--- src/rtl/wishbone_rr_arbiter.sv ---
// Two-master / one-slave Wishbone arbiter with round-robin priority and registered outputs.
// Optional BUSY watchdog is built when the macro WB_ARB_TIMEOUT_EN is defined.
module wishbone_rr_arbiter #(
    parameter logic [31:0] BASE_ADDR      = 32'h8000_0000,
    parameter int unsigned TIMEOUT_CYCLES = 16,
    parameter logic [31:0] TIMEOUT_DATA   = 32'hDEAD_BEEF
) (
    input  logic        clk,
    input  logic        reset,

    input  logic        wb_m0_cycle,
    input  logic        wb_m0_strobe,
    input  logic [31:0] wb_m0_address,
    input  logic [3:0]  wb_m0_select,
    input  logic        wb_m0_write_enable,
    input  logic [31:0] wb_m0_data_in,
    output logic        wb_m0_ack,
    output logic [31:0] wb_m0_data_out,

    input  logic        wb_m1_cycle,
    input  logic        wb_m1_strobe,
    input  logic [31:0] wb_m1_address,
    input  logic [3:0]  wb_m1_select,
    input  logic        wb_m1_write_enable,
    input  logic [31:0] wb_m1_data_in,
    output logic        wb_m1_ack,
    output logic [31:0] wb_m1_data_out,

    output logic        wb_s_cycle,
    output logic        wb_s_strobe,
    output logic [31:0] wb_s_address,
    output logic [3:0]  wb_s_select,
    output logic        wb_s_write_enable,
    output logic [31:0] wb_s_data_in,
    input  logic        wb_s_ack,
    input  logic [31:0] wb_s_data_out,

    output logic [1:0]  grant,
    output logic        timeout
);

    localparam logic [1:0] ST_IDLE   = 2'd0;
    localparam logic [1:0] ST_BUSY   = 2'd1;
    localparam logic [1:0] ST_ACK    = 2'd2;
    localparam logic [1:0] ST_SETTLE = 2'd3;

    logic [1:0]  state_r;
    logic        last_grant_r;      // 1'b1 = m1 was served last
    logic [1:0]  grant_r;
    logic        timeout_r;

    logic        s_cycle_r;
    logic [31:0] s_address_r;
    logic [3:0]  s_select_r;
    logic        s_write_enable_r;
    logic [31:0] s_data_in_r;

    logic        m0_ack_r;
    logic [31:0] m0_data_out_r;
    logic        m1_ack_r;
    logic [31:0] m1_data_out_r;

    logic        req0_s;
    logic        req1_s;
    logic        any_req_s;
    logic        pick_m1_s;
    logic [31:0] pick_address_s;
    logic [3:0]  pick_select_s;
    logic        pick_write_enable_s;
    logic [31:0] pick_data_in_s;

    logic        timeout_hit_s;
    logic        busy_done_s;
    logic [31:0] done_data_s;

    // Request decode and round-robin winner selection.
    always_comb begin
        req0_s    = wb_m0_cycle && wb_m0_strobe;
        req1_s    = wb_m1_cycle && wb_m1_strobe;
        any_req_s = req0_s || req1_s;
        if (req0_s && req1_s) begin
            pick_m1_s = ~last_grant_r;
        end else begin
            pick_m1_s = req1_s;
        end
    end

    // Route the winning master's request fields toward the slave latches.
    always_comb begin
        if (pick_m1_s) begin
            pick_address_s      = wb_m1_address;
            pick_select_s       = wb_m1_select;
            pick_write_enable_s = wb_m1_write_enable;
            pick_data_in_s      = wb_m1_data_in;
        end else begin
            pick_address_s      = wb_m0_address;
            pick_select_s       = wb_m0_select;
            pick_write_enable_s = wb_m0_write_enable;
            pick_data_in_s      = wb_m0_data_in;
        end
    end

`ifdef WB_ARB_TIMEOUT_EN
    localparam int unsigned      CNT_W    = $clog2(TIMEOUT_CYCLES + 1);
    localparam logic [CNT_W-1:0] CNT_LAST = CNT_W'(TIMEOUT_CYCLES - 1);

    logic [CNT_W-1:0] wd_cnt_r;

    // Watchdog counts BUSY cycles; it is held at zero everywhere else.
    always_ff @(posedge clk) begin
        if (reset) begin
            wd_cnt_r <= {CNT_W{1'b0}};
        end else if (state_r == ST_BUSY) begin
            wd_cnt_r <= wd_cnt_r + CNT_W'(1);
        end else begin
            wd_cnt_r <= {CNT_W{1'b0}};
        end
    end

    // Expiry on the last allowed BUSY cycle; a simultaneous slave ack wins.
    always_comb begin
        if ((state_r == ST_BUSY) && !wb_s_ack && (wd_cnt_r == CNT_LAST)) begin
            timeout_hit_s = 1'b1;
        end else begin
            timeout_hit_s = 1'b0;
        end
    end
`else
    assign timeout_hit_s = 1'b0;
`endif

    // Completion of the slave phase and the data handed back to the master.
    always_comb begin
        busy_done_s = (state_r == ST_BUSY) && (wb_s_ack || timeout_hit_s);
        if (timeout_hit_s) begin
            done_data_s = TIMEOUT_DATA;
        end else begin
            done_data_s = wb_s_data_out;
        end
    end

    // Arbitration FSM and grant bookkeeping.
    always_ff @(posedge clk) begin
        if (reset) begin
            state_r      <= ST_IDLE;
            last_grant_r <= 1'b1;
            grant_r      <= 2'b00;
            timeout_r    <= 1'b0;
        end else begin
            case (state_r)
                ST_IDLE: begin
                    timeout_r <= 1'b0;
                    if (any_req_s) begin
                        grant_r      <= pick_m1_s ? 2'b10 : 2'b01;
                        last_grant_r <= pick_m1_s;
                        state_r      <= ST_BUSY;
                    end else begin
                        state_r <= ST_IDLE;
                    end
                end
                ST_BUSY: begin
                    if (busy_done_s) begin
                        timeout_r <= timeout_hit_s;
                        state_r   <= ST_ACK;
                    end else begin
                        timeout_r <= 1'b0;
                        state_r   <= ST_BUSY;
                    end
                end
                ST_ACK: begin
                    grant_r   <= 2'b00;
                    timeout_r <= 1'b0;
                    state_r   <= ST_SETTLE;
                end
                ST_SETTLE: begin
                    timeout_r <= 1'b0;
                    state_r   <= ST_IDLE;
                end
                default: begin
                    grant_r   <= 2'b00;
                    timeout_r <= 1'b0;
                    state_r   <= ST_IDLE;
                end
            endcase
        end
    end

    // Slave-side request latches; fields stay stable for the whole BUSY phase.
    always_ff @(posedge clk) begin
        if (reset) begin
            s_cycle_r        <= 1'b0;
            s_address_r      <= 32'h0000_0000;
            s_select_r       <= 4'b0000;
            s_write_enable_r <= 1'b0;
            s_data_in_r      <= 32'h0000_0000;
        end else if ((state_r == ST_IDLE) && any_req_s) begin
            s_cycle_r        <= 1'b1;
            s_address_r      <= pick_address_s - BASE_ADDR;
            s_select_r       <= pick_select_s;
            s_write_enable_r <= pick_write_enable_s;
            s_data_in_r      <= pick_data_in_s;
        end else if (busy_done_s) begin
            s_cycle_r <= 1'b0;
        end else begin
            s_cycle_r <= s_cycle_r;
        end
    end

    // Master acks pulse for the single ACK cycle; read data persists afterwards.
    always_ff @(posedge clk) begin
        if (reset) begin
            m0_ack_r      <= 1'b0;
            m0_data_out_r <= 32'h0000_0000;
            m1_ack_r      <= 1'b0;
            m1_data_out_r <= 32'h0000_0000;
        end else if (busy_done_s) begin
            if (grant_r[1]) begin
                m1_ack_r      <= 1'b1;
                m1_data_out_r <= done_data_s;
            end else begin
                m0_ack_r      <= 1'b1;
                m0_data_out_r <= done_data_s;
            end
        end else begin
            m0_ack_r <= 1'b0;
            m1_ack_r <= 1'b0;
        end
    end

    assign wb_s_cycle        = s_cycle_r;
    assign wb_s_strobe       = s_cycle_r;
    assign wb_s_address      = s_address_r;
    assign wb_s_select       = s_select_r;
    assign wb_s_write_enable = s_write_enable_r;
    assign wb_s_data_in      = s_data_in_r;

    assign wb_m0_ack      = m0_ack_r;
    assign wb_m0_data_out = m0_data_out_r;
    assign wb_m1_ack      = m1_ack_r;
    assign wb_m1_data_out = m1_data_out_r;

    assign grant   = grant_r;
    assign timeout = timeout_r;

endmodule

--- config.mk ---
export PLATFORM = sky130hd
export DESIGN_NAME = wishbone_rr_arbiter
export DESIGN_NICKNAME = d
export VERILOG_FILES = /design/src/rtl/wishbone_rr_arbiter.sv
export SDC_FILE = /design/constraint.sdc
export NUM_CORES = 1
export LEC_CHECK = 0
export BUFFER_PORTS_ARGS = -buffer_cell sky130_fd_sc_hd__buf_2
export CAP_MARGIN = 20
export CORE_MARGIN = 5
export CORE_UTILIZATION = 46
export CTS_CLUSTER_DIAMETER = 100
export CTS_CLUSTER_SIZE = 25
export DETAILED_ROUTE_END_ITERATION = 10
export PLACE_DENSITY = 0.8
export RECOVER_POWER = 100
export SETUP_SLACK_MARGIN = 0.5
export SYNTH_ARGS = -nofsm -noshare
export SYNTH_HDL_FRONTEND = slang
export SYNTH_SLANG_ARGS = --single-unit
--- constraint.sdc ---
create_clock -name clk -period 1.8 [get_ports clk]
set_input_delay 0.18 -clock clk [delete_from_list [all_inputs] [get_ports clk]]
set_output_delay 0.18 -clock clk [all_outputs]
set_load 0.01 [all_outputs]
==> impl_metrics.env <==
export IMPL_hold_violations=0
export IMPL_synth_top_cell_area_share=0.4457
export IMPL_grt_use_total=0.2620
export IMPL_finalMaxSlewViolations=0
export IMPL_final_layout_size_suffix_gt1_frac=0.3349
export IMPL_cts_clk_slew_worst_paths_ps=60
export IMPL_cp_max_fo=18
export IMPL_yosysTopAreaCell="dfxtp_1"
export IMPL_cts_tree="done"
export IMPL_rsz0062_at_grt="true"
export IMPL_coreArea_um2=13350
export IMPL_endpoint_kind="flop"
export IMPL_ios=317
export IMPL_clockBufferDepth=2
export IMPL_routed_wl_um=24710
export IMPL_synth_edf_count=0
export IMPL_crit_chain="and3_4 -> clkbuf_16 -> o21ai_0 -> a311oi_2"
export IMPL_syn2layout_area_growth_pct=43.28
export IMPL_drc=0
export IMPL_layout_setup_ws_ps=299.8
export IMPL_critical_path_class="reg -> reg"
export IMPL_crit_path_top_delay_cell="dfxtp_1"
export IMPL_grt_pass1_wl_um=34120
export IMPL_p_per_area_nw_per_um2=1024
export IMPL_grt_pass1_vias=6456
export IMPL_synthesis_nets=907
export IMPL_die_x_um=127.3
export IMPL_start_util=0.4745
export IMPL_nFillCells=1154
export IMPL_min_path_type="in -> reg"
export IMPL_fin_crit_ps=1500
export IMPL_maxClockFrequency_ghz=0.6666
export IMPL_finish_net_count=1206
export IMPL_place_congestion=0.8418
export IMPL_clk_insertion_delay_late_ps=410
export IMPL_syn_area_um2=6334
export IMPL_ys_types=32
export IMPL_synth_seq_cells=141
export IMPL_ctsRootBufferMaster="clkbuf_16"
export IMPL_startpoint_type="flop"
export IMPL_drv_cap=0
export IMPL_cts_buffers=17
export IMPL_required_ps=2130
export IMPL_arrival_ps=1830
export IMPL_pre_cts_slack_ps=224.2
export IMPL_final_cells=1219
export IMPL_vias=7119
export IMPL_fin_worst_skew_ps=9.423
export IMPL_clock_sinks=141
export IMPL_timing_hold_ws_ps=21.04
export IMPL_place_hpwl_um=15260
export IMPL_grt_max_degree=54
export IMPL_async_reset_ff_frac=0
export IMPL_dieArea_um2=16220
export IMPL_grt_ovfl_total=0
export IMPL_holdPathStages=3
export IMPL_synth_common_cells="141 x dfxtp_1, 137 x a21oi_1, 132 x nand2_1"
export IMPL_cts_hold_buf=0
export IMPL_io_buffer_count=315
export IMPL_synth_most_common_cell="dfxtp_1"
export IMPL_outcome="complete, no violations"
export IMPL_via_per_inst=5.840
export IMPL_dr_pass1_iters=5
export IMPL_crit_buf_inv=1
export IMPL_setup_viol=0
export IMPL_antenna_found_initial=1
export IMPL_vdd_drop_max_uv=598.6
export IMPL_routedWlPerCell_um=20.27
export IMPL_synth_avg_cell_area_um2=8.676
export IMPL_synthTopCellsByArea="dfxtp_1 45%, a311oi_2 16%, a21oi_1 11%"
export IMPL_cp_slowest_stage_delay_ps=450
export IMPL_post_route_period_util=0.8334
export IMPL_postSynth_topFlopCell="dfxtp_1"
export IMPL_drtAntennaViolNets=0
export IMPL_ys_warn_count=0
export IMPL_h_tree_depth=4
export IMPL_ys_seq_area_frac=0.4457
export IMPL_crit_cells=4
export IMPL_p_leak_nw=3.379
export IMPL_drt_first_iter_violations=556
export IMPL_chipHeight_um=127.3
export IMPL_placed_cells=1159
export IMPL_critPathTopFamily="flip-flops"
export IMPL_worstRegToRegCells=4
export IMPL_syn_instance_count=730
export IMPL_rows=42
export IMPL_setup_tns_ps=0
==> per-layer routing <==
layer	up-vias	track usage	part of all wire
met2	433	0.4295	0.50
met5	-	0	0.00053
met3	88	0.06970	0.094
met4	2	0.1344	0.050
met1	3340	0.3159	0.36
li1	3256	-	-
==> state kept, by name (all words and copies together) (netlist names), named ones only <==
| name | cells |
|---|---|
| grant | 2 |
| last_grant_r | 1 |
| state_r | 1 |
| wb_m0_ack | 1 |
| wb_m0_data_out | 32 |
| wb_m1_ack | 1 |
| wb_m1_data_out | 32 |
| wb_s_address | 32 |
| wb_s_cycle | 1 |
| wb_s_data_in | 32 |
| wb_s_select | 4 |
| wb_s_write_enable | 1 |
==> placed cells by master (no fill, tap or decap), drive strengths merged, types with 2 or more instances in the layout <==
cell type  Yosys  final
clkbuf        62    178
buf           25    211
clkinvlp       0      3
a311oi        68     68
nand2b         2      2
and2           2      2
nor2           3      3
dfxtp        141    141
nand3         70     70
bufinv         0      4
a21oi        137    137
nor3           3      3
clkinv         0      3
o21ai         68     68
nand2        132    132
==> cell type report <==
cell class	instances	area [um2]	area share
well taps	176	220.2	0.02427
clock inverters	10	161.4	0.01779
repair buffers	367	2176	0.2398
inverters	1	3.754	0.0004136
diodes	1	2.502	0.0002757
flip-flops and latches	141	2830	0.3119
clock buffers	22	474.2	0.05225
multi-input cells	501	3207	0.3534
==> through the flow <==
stage | instance area, um2 | utilization | power [mW]
2_1_floorplan | 6334 | - | 4.621
3_3_place_gp | 8059 | 0.6038 | 5.304
3_5_place_dp | 8059 | 0.6038 | 5.334
4_1_cts | 8867 | 0.6643 | 9.159
5_1_grt | 9072 | 0.6797 | 9.638
6_report | 9075 | 0.6799 | 9.294
==> timing repair <==
item                       CTS  global route
gates cloned                 3            12
setup buffers                8             4
setup endpoints to repair  136           123
resized for setup           15            65
pin swaps                    4            26
==> cell families after synthesis <==
family | share of synthesized area
buffers and inverters | 0.06677
flip-flops | 0.4457
AO/OA/AOI/OAI | 0.3333
other | 0.0005921
AND/OR/NAND/NOR | 0.1537
==> report_power, final <==
group,switching [mW],internal [mW]
clock network,1.32,2.43
registers,0.145,3.36
logic,1.18,0.858
==> worst min-delay path: stages <==
cell	delay, ps
buf_2	110
nand2_2	50
a21oi_2	40
==> worst paths after layout <==
path,start,to,slack (ps)
max reg2reg,last_grant_r$_SDFFE_PP1P_,wb_s_data_in[17]$_SDFFE_PP0P_,300
max,last_grant_r$_SDFFE_PP1P_,wb_s_data_in[17]$_SDFFE_PP0P_,300
min reg2reg,wb_m1_data_out[27]$_SDFFE_PP0P_,wb_m1_data_out[27]$_SDFFE_PP0P_,450
min,wb_s_data_out[23],wb_m0_data_out[23]$_SDFFE_PP0P_,20
Power figures use the tool's default switching activity.
